### config.mk
export PLATFORM = sky130hd
export DESIGN_NAME = regs_wb
export DESIGN_NICKNAME = d
export VERILOG_FILES = /design/src/rtl/regs_wb.sv
export SDC_FILE = /design/constraint.sdc
export NUM_CORES = 1
export LEC_CHECK = 0
export ABC_AREA = 0
export CAP_MARGIN = 20
export CORE_ASPECT_RATIO = 0.9
export CORE_MARGIN = 3
export CORE_UTILIZATION = 50
export CTS_CLUSTER_SIZE = 8
export DETAILED_ROUTE_END_ITERATION = 16
export HOLD_SLACK_MARGIN = 0.1
export PLACE_DENSITY_LB_ADDON = 0.2
export SLEW_MARGIN = 20
export SYNTH_ARGS = -nofsm -noshare
export SYNTH_HDL_FRONTEND = slang
export SYNTH_SLANG_ARGS = --single-unit
### constraint.sdc
create_clock -name clk -period 10.8 [get_ports clk]
set_input_delay 2.16 -clock clk [delete_from_list [all_inputs] [get_ports clk]]
set_output_delay 2.16 -clock clk [all_outputs]
set_load 0.005 [all_outputs]
### src/rtl/regs_wb.sv
// regs_wb: writeback buffer in front of the 8x8 register file.
//
// Execute-stage results (one or two bytes per entry) are accepted over a
// valid/ready handshake, queued in a DEPTH-entry FIFO and drained up to two
// entries per cycle onto the register file's four write lanes, which share a
// single write enable.
//
// Optional feature macro: REGS_WB_SCOREBOARD_EN
//   Adds pending[7:0] (registers with a buffered write) and in_wait (forces
//   in_ready low so issue logic can stall on read-after-write hazards).
//
// Ports:
//   clk, rst                 clock, synchronous active-high reset
//   in_valid / in_ready      entry handshake
//   in_v0/in_a0/in_d0        byte 0 valid, register index, data
//   in_v1/in_a1/in_d1        byte 1 valid, register index, data
//   hold                     suppress draining this cycle
//   in_wait, pending         scoreboard feature only
//   wen                      register file write enable (all lanes)
//   waddr0..3, wdata0..3     write lanes; lane 3 wins on address collision
//   empty, count             FIFO occupancy
module regs_wb #(
    parameter int DEPTH = 4,
    parameter int CNT_W = 3
) (
    input  logic             clk,
    input  logic             rst,
    input  logic             in_valid,
    output logic             in_ready,
    input  logic             in_v0,
    input  logic [2:0]       in_a0,
    input  logic [7:0]       in_d0,
    input  logic             in_v1,
    input  logic [2:0]       in_a1,
    input  logic [7:0]       in_d1,
    input  logic             hold,
`ifdef REGS_WB_SCOREBOARD_EN
    input  logic             in_wait,
    output logic [7:0]       pending,
`endif
    output logic             wen,
    output logic [2:0]       waddr0,
    output logic [2:0]       waddr1,
    output logic [2:0]       waddr2,
    output logic [2:0]       waddr3,
    output logic [7:0]       wdata0,
    output logic [7:0]       wdata1,
    output logic [7:0]       wdata2,
    output logic [7:0]       wdata3,
    output logic             empty,
    output logic [CNT_W-1:0] count
);

    localparam int PTR_W = (DEPTH > 1) ? $clog2(DEPTH) : 1;

    typedef struct packed {
        logic       v0;
        logic [2:0] a0;
        logic [7:0] d0;
        logic       v1;
        logic [2:0] a1;
        logic [7:0] d1;
    } entry_t;

    entry_t           mem_reg [DEPTH];
    logic [PTR_W-1:0] wr_ptr_reg, wr_ptr_next;
    logic [PTR_W-1:0] rd_ptr_reg, rd_ptr_next;
    logic [CNT_W-1:0] count_reg, count_next;

    logic             full;
    logic             accept;
    logic             store;
    logic [1:0]       drain_n;
    entry_t           ent_old;
    entry_t           ent_new;

    logic [3:0]       lane_v;
    logic [3:0][2:0]  lane_a;
    logic [3:0][7:0]  lane_d;
    logic [2:0]       hi_a;
    logic [7:0]       hi_d;
    logic [3:0][2:0]  out_a;
    logic [3:0][7:0]  out_d;

    // ------------------------------------------------------------------
    // Handshake: ready depends only on the registered count, so a full
    // FIFO never accepts even when it is draining in the same cycle.
    // ------------------------------------------------------------------
    assign full = (count_reg == CNT_W'(DEPTH));
`ifdef REGS_WB_SCOREBOARD_EN
    assign in_ready = !full && !in_wait;
`else
    assign in_ready = !full;
`endif
    assign accept = in_valid && in_ready;
    // Entries with no valid byte complete the handshake but are dropped.
    assign store  = accept && (in_v0 || in_v1);

    always_comb begin
        drain_n = 2'd0;
        if (hold || (count_reg == '0)) begin
            drain_n = 2'd0;
        end else if (count_reg == CNT_W'(1)) begin
            drain_n = 2'd1;
        end else begin
            drain_n = 2'd2;
        end
    end

    always_comb begin
        wr_ptr_next = wr_ptr_reg + PTR_W'(store);
        rd_ptr_next = rd_ptr_reg + PTR_W'(drain_n);
        count_next  = count_reg + CNT_W'(store) - CNT_W'(drain_n);
    end

    always_ff @(posedge clk) begin
        if (rst) begin
            wr_ptr_reg <= '0;
            rd_ptr_reg <= '0;
            count_reg  <= '0;
        end else begin
            wr_ptr_reg <= wr_ptr_next;
            rd_ptr_reg <= rd_ptr_next;
            count_reg  <= count_next;
        end
    end

    // Storage carries no reset: occupancy is tracked by the pointers/count.
    always_ff @(posedge clk) begin
        if (!rst && store) begin
            mem_reg[wr_ptr_reg] <= {in_v0, in_a0, in_d0, in_v1, in_a1, in_d1};
        end
    end

    assign count = count_reg;
    assign empty = (count_reg == '0);

    // ------------------------------------------------------------------
    // Lane mapping: oldest entry on lanes 0/1, second-oldest on lanes 2/3,
    // so a same-register collision resolves to the newest byte.
    // ------------------------------------------------------------------
    assign ent_old = mem_reg[rd_ptr_reg];
    assign ent_new = mem_reg[rd_ptr_reg + PTR_W'(1)];

    always_comb begin
        lane_v[0] = (drain_n != 2'd0) && ent_old.v0;
        lane_v[1] = (drain_n != 2'd0) && ent_old.v1;
        lane_v[2] = (drain_n == 2'd2) && ent_new.v0;
        lane_v[3] = (drain_n == 2'd2) && ent_new.v1;
        lane_a[0] = ent_old.a0;
        lane_a[1] = ent_old.a1;
        lane_a[2] = ent_new.a0;
        lane_a[3] = ent_new.a1;
        lane_d[0] = ent_old.d0;
        lane_d[1] = ent_old.d1;
        lane_d[2] = ent_new.d0;
        lane_d[3] = ent_new.d1;
        // Highest-numbered valid lane carries the newest value; idle lanes
        // copy it so the shared write enable cannot clobber anything.
        hi_a = 3'd0;
        hi_d = 8'd0;
        for (int i = 0; i < 4; i++) begin
            if (lane_v[i]) begin
                hi_a = lane_a[i];
                hi_d = lane_d[i];
            end
        end
    end

    assign wen = |lane_v;

    generate
        for (genvar gi = 0; gi < 4; gi++) begin : g_lane
            assign out_a[gi] = !wen ? 3'd0 : (lane_v[gi] ? lane_a[gi] : hi_a);
            assign out_d[gi] = !wen ? 8'd0 : (lane_v[gi] ? lane_d[gi] : hi_d);
        end
    endgenerate

    assign waddr0 = out_a[0];
    assign waddr1 = out_a[1];
    assign waddr2 = out_a[2];
    assign waddr3 = out_a[3];
    assign wdata0 = out_d[0];
    assign wdata1 = out_d[1];
    assign wdata2 = out_d[2];
    assign wdata3 = out_d[3];

`ifdef REGS_WB_SCOREBOARD_EN
    // ------------------------------------------------------------------
    // Pending map: a slot is live when its distance from the read pointer
    // is below the count; includes entries draining this cycle.
    // ------------------------------------------------------------------
    logic [DEPTH-1:0][7:0] slot_pend;

    generate
        for (genvar gi = 0; gi < DEPTH; gi++) begin : g_pend
            logic [PTR_W-1:0] age;
            logic             occupied;
            assign age      = PTR_W'(gi) - rd_ptr_reg;
            assign occupied = (CNT_W'(age) < count_reg);
            assign slot_pend[gi] = occupied ?
                ((8'(mem_reg[gi].v0) << mem_reg[gi].a0) |
                 (8'(mem_reg[gi].v1) << mem_reg[gi].a1)) : 8'd0;
        end
    endgenerate

    always_comb begin
        pending = 8'd0;
        for (int i = 0; i < DEPTH; i++) begin
            pending = pending | slot_pend[i];
        end
    end
`endif

endmodule
==> out/metrics.cfg, run 1 <==
[run_status]
status = completed

[yosys]
ys_seq_area_share_pct = 50.1
synth_top_area_cell = edfxtp_1
ys_seq_elements = 103
syn_nets = 494
synth_top_area_share_pct = 47.8
ys_types = 45
synth_ff_type = edfxtp_1
yosys_warnings = 0
syn-cell-area_sq_um = 6030
synthArstFlopShare_pct = 0
syn-instance-count = 460
synth-edff-count = 96
synthTopCellsByArea = edfxtp_1 (48%), mux4_2 (14%), nor4b_4 (3.5%)
syn-mean-instance-area_sq_um = 13.1

[min_path]
min_path_type = flop to flop

[timing]
period_minus_slack_ps = 7560
slew_viol_final = 0
setup_viol_count_final = 0
fmax_mhz = 132
rsz0062_at_grt = no
worst_slew_pin_slew_ps = 891
hold_viol = 0
clock-skew-final_ps = 4.95
relSlewSlack_pct = 40.6
tns_ps = 0
fin_crit_sh_pct = 70.0

[die]
rows = 37
die_x_microns = 122
core-area_sq_um = 11600
fp.dieArea_sq_um = 13400
start_util_pct = 51.9
pin_count = 78
die_y_microns = 110

[clock_tree]
clock_path_buffers = 2
cts.repair.resized = 0
ctsHoldBuffers = 0
clk_latency_ps = 340
h-tree-depth = 3
cts_root_buf = clkbuf_16
path_clk_slew_ps = 60
cts_tree = done
cts.sinks = 103
post_cts.repair.setup_buffers = 0
cts_made_buffers = 9

[grt]
met2_usage_pct = 36.2
grt_max_degree = 40
antenna_found_initial = 0
grt_usage_pct = 23.3
gr-usage-met3_pct = 5.36
grt_pass1_vias = 4240
busiest_layer = met2
grt_pass1_wl_microns = 23400
overflow = 0
met1_usage_pct = 32.3

[critical_path]
worstPathRequired_ps = 8640
startpoint_type = input port
critPathCaptureType = primary output
crit_fanout = 19
path_class = input port to primary output
critPathArrivalTime_ps = 5400

[cells_and_area]
nets = 554
drive_gt1_share_pct = 17.9
regArea_sq_um = 3030
antenna_cells = 0
largest_reg_flops = 96
fill_cells = 900
final_area_sq_um = 7150
multi_input_area_sq_um = 2810
synthToLayoutAreaGrowth_pct = 18.4

[power_and_ir_drop]
power_mw = 1.65
ir_drop_v = 0.000124
cellPowerDensity_nw_per_um2 = 231
p_leak_nw = 2.31

[place]
placed_area_sq_um = 6880
place_hpwl_microns = 10300
numPortBuffers = 77
place_congestion = 0.923

[flow_run]
maxCapViolCount = 0

[route]
drcViolationCount = 0
antenna_left = 0
drt_wl_total_microns = 15000
wire_per_inst_microns = 22.0
detail_route.iter0.violations = 508
firstDrtPassIters = 5
viasPerCell = 6.33
via_count = 4308

[synthesized netlist by cell type (11+ instances only)]
cell type  number
edfxtp_1       96
a21oi_1        18
o21ai_1        13
a31oi_1        13
nand3_1        11
mux4_2         38
o21ai_0        18
buf_2          20
nor2_1         56
nand2_1        43
nor2b_1        15
[stage by stage]
| step | instances | util [%] | setup WS (ps) | hold slack [ps] |
|---|---|---|---|---|
| 2_1_floorplan | 460 | - | 5160 | 532 |
| 3_3_place_gp | 665 | 59.2 | 3360 | 588 |
| 3_5_place_dp | 665 | 59.2 | 3340 | 603 |
| 4_1_cts | 681 | 61.5 | 3340 | 623 |
| 5_1_grt | 681 | 61.5 | 3130 | 649 |
| 6_report | 681 | 61.5 | 3240 | 618 |
[power breakdown]
part           internal (mW)  switching, mW  total, mW  leakage, nW
sequential             0.461         0.0269      0.488        0.927
clock                  0.155          0.137      0.292        0.132
combinational          0.434          0.437      0.872         1.25
[critical path: stages]
cell	delay [ps]
clkdlybuf4s50_1	400
buf_4	220
o21ba_2	590
nand2_1	510
nand2_1	510
o21ai_0	170
a31oi_1	260
clkdlybuf4s50_1	550
[worst paths after layout]
path / slack (ps) / depth (start not counted) / endpoint / start
worst min register to register: 620 / 2 / wr_ptr_reg[1] / wr_ptr_reg[1]
worst min-delay path: 620 / 2 / wr_ptr_reg[1] / wr_ptr_reg[1]
worst max-delay path: 3240 / 8 / wdata1[4] / hold
worst max register to register: 8260 / 7 / count[2] / count[1]
[kinds of logic after synthesis]
| logic type | Yosys count | synth area share, % |
|---|---|---|
| AOI/OAI and AO/OA | 103 | 11.4 |
| and+or+nand+nor | 148 | 13.8 |
| xor gates and xnor gates | 5 | 0.726 |
| DFF | 103 | 50.1 |
| muxes | 52 | 18.7 |
| adders and majority gates | 6 | 1.37 |
| buffers and inverters | 43 | 3.98 |
[final cells by class]
cell class / count / area share [%]
multi-input combinational: 314 / 39.3
sequential: 103 / 42.3
clock buffer: 10 / 3.20
inverter: 7 / 0.368
tap: 156 / 2.73
clock inverter: 6 / 0.490
timing repair buffer: 85 / 11.6
[cell usage in the layout, fill, tap and decap left out, drive strengths merged, types with 4 or more instances in the layout]
master,synthesis,layout
nor2b,15,15
and2,4,4
mux4,46,46
nor2,56,56
ha,5,5
a31oi,13,13
nor4b,12,12
dfxtp,7,7
clkinv,0,5
edfxtp,96,96
o21ai,38,38
a21oi,18,18
mux2i,4,4
nand2,43,43
nand3,11,11
o22ai,9,9
buf,29,8
inv,7,8
o211ai,10,10
xnor2,4,4
clkdlybuf4s50,0,77
o221ai,9,9
clkbuf,7,10
[per-layer routing]
| metal | routed length (microns) | vias to the layer above |
|---|---|---|
| li1 | - | 1930 |
| met4 | 433 | 0 |
| met2 | 6940 | 212 |
| met5 | 0 | - |
| met1 | 6280 | 2127 |
| met3 | 1330 | 39 |
(Power assumes the default switching activity.)
==> run 2: changes to the inputs <==
==> constraint.sdc (replaced) <==
create_clock -name clk -period 6.6 [get_ports clk]
set_input_delay 1.32 -clock clk [delete_from_list [all_inputs] [get_ports clk]]
set_output_delay 1.32 -clock clk [all_outputs]
set_load 0.005 [all_outputs]
==> out/metrics.cfg, run 2 (same netlist as run 1, synthesis figures left out) <==
[grt]
overflow = 0
grt_pass1_vias = 4273
antenna_found_initial = 0
grt_pass1_wl_microns = 23100
grt_usage_pct = 22.7
grt_max_degree = 30

[clock_tree]
cts.repair.resized = 0
clock_path_buffers = 2
path_clk_slew_ps = 70
cts.sinks = 103
cts_root_buf = clkbuf_16
ctsHoldBuffers = 0
cts_tree = done
cts_made_buffers = 9
clk_latency_ps = 350
post_cts.repair.setup_buffers = 0
h-tree-depth = 3

[timing]
setup_viol_count_final = 0
relSlewSlack_pct = 41.5
fin_crit_sh_pct = 84.9
hold_ws_ps = 607
rsz0062_at_grt = no
fmax_mhz = 178
slew_viol_final = 0
worst_slew_pin_slew_ps = 878
period_minus_slack_ps = 5610
tns_ps = 0
clock-skew-final_ps = 5.84
hold_viol = 0

[place]
numPortBuffers = 77
place_congestion = 0.905
place_hpwl_microns = 10000

[route]
via_count = 4317
firstDrtPassIters = 5
drcViolationCount = 0
viasPerCell = 6.32
drt_wl_total_microns = 14600
detail_route.iter0.violations = 449
wire_per_inst_microns = 21.4
antenna_left = 0

[die]
rows = 37
die_y_microns = 110
fp.dieArea_sq_um = 13400
pin_count = 78
start_util_pct = 51.9
die_x_microns = 122
core-area_sq_um = 11600

[power_and_ir_drop]
cellPowerDensity_nw_per_um2 = 385
power_mw = 2.77
ir_drop_v = 0.000252
p_leak_nw = 2.33

[cells_and_area]
synthToLayoutAreaGrowth_pct = 19.3
fill_cells = 910
nets = 556
largest_reg_flops = 96
drive_gt1_share_pct = 18.6
final_common_cell = edfxtp_1
final_cell_mix = edfxtp_1 (96), clkdlybuf4s50_1 (77), nor2_1 (56), nand2_1 (43), mux4_2 (38)
antenna_cells = 0

[critical_path]
rr_worst_depth = 7
regToRegStartpoint = count[1]
slowest_stage = and2_1
r2r-end = count[2]
cp_cell_sequence = clkdlybuf4s50_1 > buf_4 > o21ba_2 > and2_1 > o211ai_2 > o221ai_1 > clkdlybuf4s50_1
slowest_delay_ps = 800
critPathCaptureType = primary output
path_class = input port to primary output
crit_fanout = 19
cp_common_cell = clkdlybuf4s50_1
critPathArrivalTime_ps = 4290
worstPathRequired_ps = 5280
cp-endpoint = wdata0[4]
startpoint_type = input port
reg2reg_setup_slack_ps = 4020
worstSetupStartpoint = hold

[flow_run]
maxCapViolCount = 0

[run_status]
status = completed

[min_path]
min_path_type = flop to flop

-- run 2: changes by cell type in the layout (fill, tap and decap cells not counted) --
cell,before,now
clkinv_2,2,1
inv_6,1,0
clkinvlp_4,0,2
buf_4,8,10
bufinv_16,0,1
inv_8,0,1
clkinv_1,2,0
-- run 2: how the worst min path moves through the flow --
stage	startpoint	slack, ps	cells past startpoint	endpoint
5_1_grt	count[2]	640	2	count[2]
6_report	count[2]	610	2	count[2]
2_1_floorplan	wr_ptr_reg[1]	530	2	wr_ptr_reg[1]
3_3_place_gp	wr_ptr_reg[1]	590	2	wr_ptr_reg[1]
3_5_place_dp	count[2]	590	2	count[2]
4_1_cts	count[2]	610	2	count[2]
-- run 2: report_power, final --
group	leakage [nW]	switching, mW	total [mW]	internal, mW
Sequential	0.927	0.0592	0.813	0.754
Combinational	1.26	0.710	1.42	0.714
Clock	0.141	0.234	0.531	0.297
-- run 2: layer usage --
layer	routed length (microns)	part of all wire, %	track usage, %
met5	0	0	0
met3	1310	8.9	4.39
met4	346	2.4	8.16
met2	6800	47	35.9
met1	6150	42	31.9
-- run 2: final cells by class --
cell class | instances | area [sq um] | share of cell area [%]
clock inverters | 6 | 70.1 | 0.974
clock buffers | 10 | 229 | 3.18
well taps | 156 | 195 | 2.71
flip-flops and latches | 103 | 3030 | 42.0
inverters | 7 | 26.3 | 0.365
repair buffers | 87 | 846 | 11.8
multi-input cells | 314 | 2810 | 39.0
-- run 2: through the flow --
step | area [sq um] | worst slack, ps | instances | util (%)
after global routing | 7200 | 783 | 683 | 61.9
after detailed placement | 6900 | 1050 | 667 | 59.4
final | 7200 | 994 | 683 | 61.9
after global placement | 6900 | 1100 | 667 | 59.4
after floorplan | 6030 | 2010 | 460 | -
after CTS | 7200 | 1030 | 683 | 61.9
-- run 2: worst max-delay path: cells and delay by family --
family	cells	cell delay, ps
compound gates	3	950
buf+inv	3	1200
simple gates	1	800
==> run 3: changes to the inputs <==
==> constraint.sdc (replaced) <==
create_clock -name clk -period 5.9 [get_ports clk]
set_input_delay 1.18 -clock clk [delete_from_list [all_inputs] [get_ports clk]]
set_output_delay 1.18 -clock clk [all_outputs]
set_load 0.005 [all_outputs]
==> out/metrics.cfg, run 3 (same netlist as run 1, synthesis figures left out) <==
[run_status]
status = completed

[cells_and_area]
synthToLayoutAreaGrowth_pct = 20.7
largest_reg_flops = 96
antenna_cells = 0
drive_gt1_share_pct = 19.4
final_cell_mix = edfxtp_1 (96), clkdlybuf4s50_1 (77), nor2_1 (56), nand2_1 (43), mux4_2 (38)
final_common_cell = edfxtp_1
nets = 561

[critical_path]
critPathArrivalTime_ps = 3790
cp_common_cell = clkdlybuf4s50_1
slowest_delay_ps = 570
path_class = input port to primary output
cp_cell_sequence = clkdlybuf4s50_1 > o21ba_2 > buf_4 > and2_1 > nand2_1 > o221ai_1 > clkdlybuf4s50_1
startpoint_type = input port
worstSetupStartpoint = hold
worstPathRequired_ps = 4720
regToRegStartpoint = count[1]
slowest_stage = clkdlybuf4s50_1
critPathCaptureType = primary output
crit_fanout = 15

[min_path]
min_path_type = flop to flop
hp-start = count[2]

[route]
antenna_left = 0
drcViolationCount = 0
wire_per_inst_microns = 22.2
firstDrtPassIters = 6
viasPerCell = 6.31
via_count = 4339
detail_route.iter0.violations = 502
drt_wl_total_microns = 15300

[timing]
relSlewSlack_pct = 44.5
setup_viol_count_final = 0
worst_slew_pin_slew_ps = 831
tns_ps = 0
fin_crit_sh_pct = 84.3
hold_viol = 0
rsz0062_at_grt = no
fmax_mhz = 201
slew_viol_final = 0
clock-skew-final_ps = 4.61
period_minus_slack_ps = 4970

[grt]
grt_max_degree = 32
grt_pass1_wl_microns = 24000
antenna_found_initial = 0
grt_usage_pct = 24.2
grt_pass1_vias = 4405
overflow = 0

[clock_tree]
clk_latency_ps = 350
h-tree-depth = 3
cts.repair.resized = 0
path_clk_slew_ps = 70
cts_root_buf = clkbuf_16
cts_tree = done
cts.sinks = 103
cts_made_buffers = 9
post_cts.repair.setup_buffers = 0
clock_path_buffers = 2
ctsHoldBuffers = 0

[die]
die_x_microns = 122
fp.dieArea_sq_um = 13400
pin_count = 78
start_util_pct = 51.9
die_y_microns = 110
rows = 37
core-area_sq_um = 11600

[power_and_ir_drop]
ir_drop_v = 0.000435
power_mw = 3.19
p_leak_nw = 2.38
cellPowerDensity_nw_per_um2 = 439

[place]
place_congestion = 0.874
place_hpwl_microns = 10200
numPortBuffers = 77

[flow_run]
maxCapViolCount = 0

run 3: changes by cell type in the layout (fill, tap and decap cells not counted), sizes merged:
| cell | before | now |
|---|---|---|
| buf | 10 | 15 |
| clkinvlp | 2 | 0 |
| clkbuf | 10 | 11 |
| bufinv | 1 | 3 |
| clkinv | 2 | 1 |
run 3: metal layers:
layer,vias up,wire (microns),global-route usage (%)
met2,234,7150,38.1
met4,0,430,10.6
li1,1944,-,-
met3,34,1420,6.99
met5,-,0,0
met1,2127,6280,31.7
run 3: area by class of cell:
cell class              instances  area, sq um
fillers                       907         4340
flip-flops and latches        103         3030
multi-input cells             314         2810
repair buffers                 92          883
clock buffers                  11          243
well taps                     156          195
clock inverters                 5          104
inverters                       7         26.3
run 3: through the flow:
step	utilization, %	cells	instance area [sq um]	hold slack [ps]	setup slack, ps
after global placement	59.7	672	6940	590	1030
after global routing	62.7	688	7280	675	800
after floorplan	-	460	6030	532	1450
after CTS	62.7	688	7280	622	964
final	62.7	688	7280	628	928
after detailed placement	59.7	672	6940	602	974
run 3: path summary, 6_finish.rpt:
kind                to  slack [ps]  cells past startpoint
max          wdata0[4]         930                      7
max reg2reg   count[2]        3520                     10
min           count[2]         630                      2
min reg2reg   count[2]         630                      2
run 3: worst max-delay path, delay by kind of cell:
kind                   cells  cell delay, ps
buffers and inverters      3            1300
AND/OR/NAND/NOR            2             680
AO/OA/AOI/OAI              2             630
run 3: power breakdown:
| part | total [mW] | switching (mW) | internal, mW |
|---|---|---|---|
| logic | 1.62 | 0.815 | 0.807 |
| registers | 0.889 | 0.0452 | 0.843 |
| clock network | 0.685 | 0.258 | 0.427 |
| total | 3.19 | 1.12 | 2.08 |
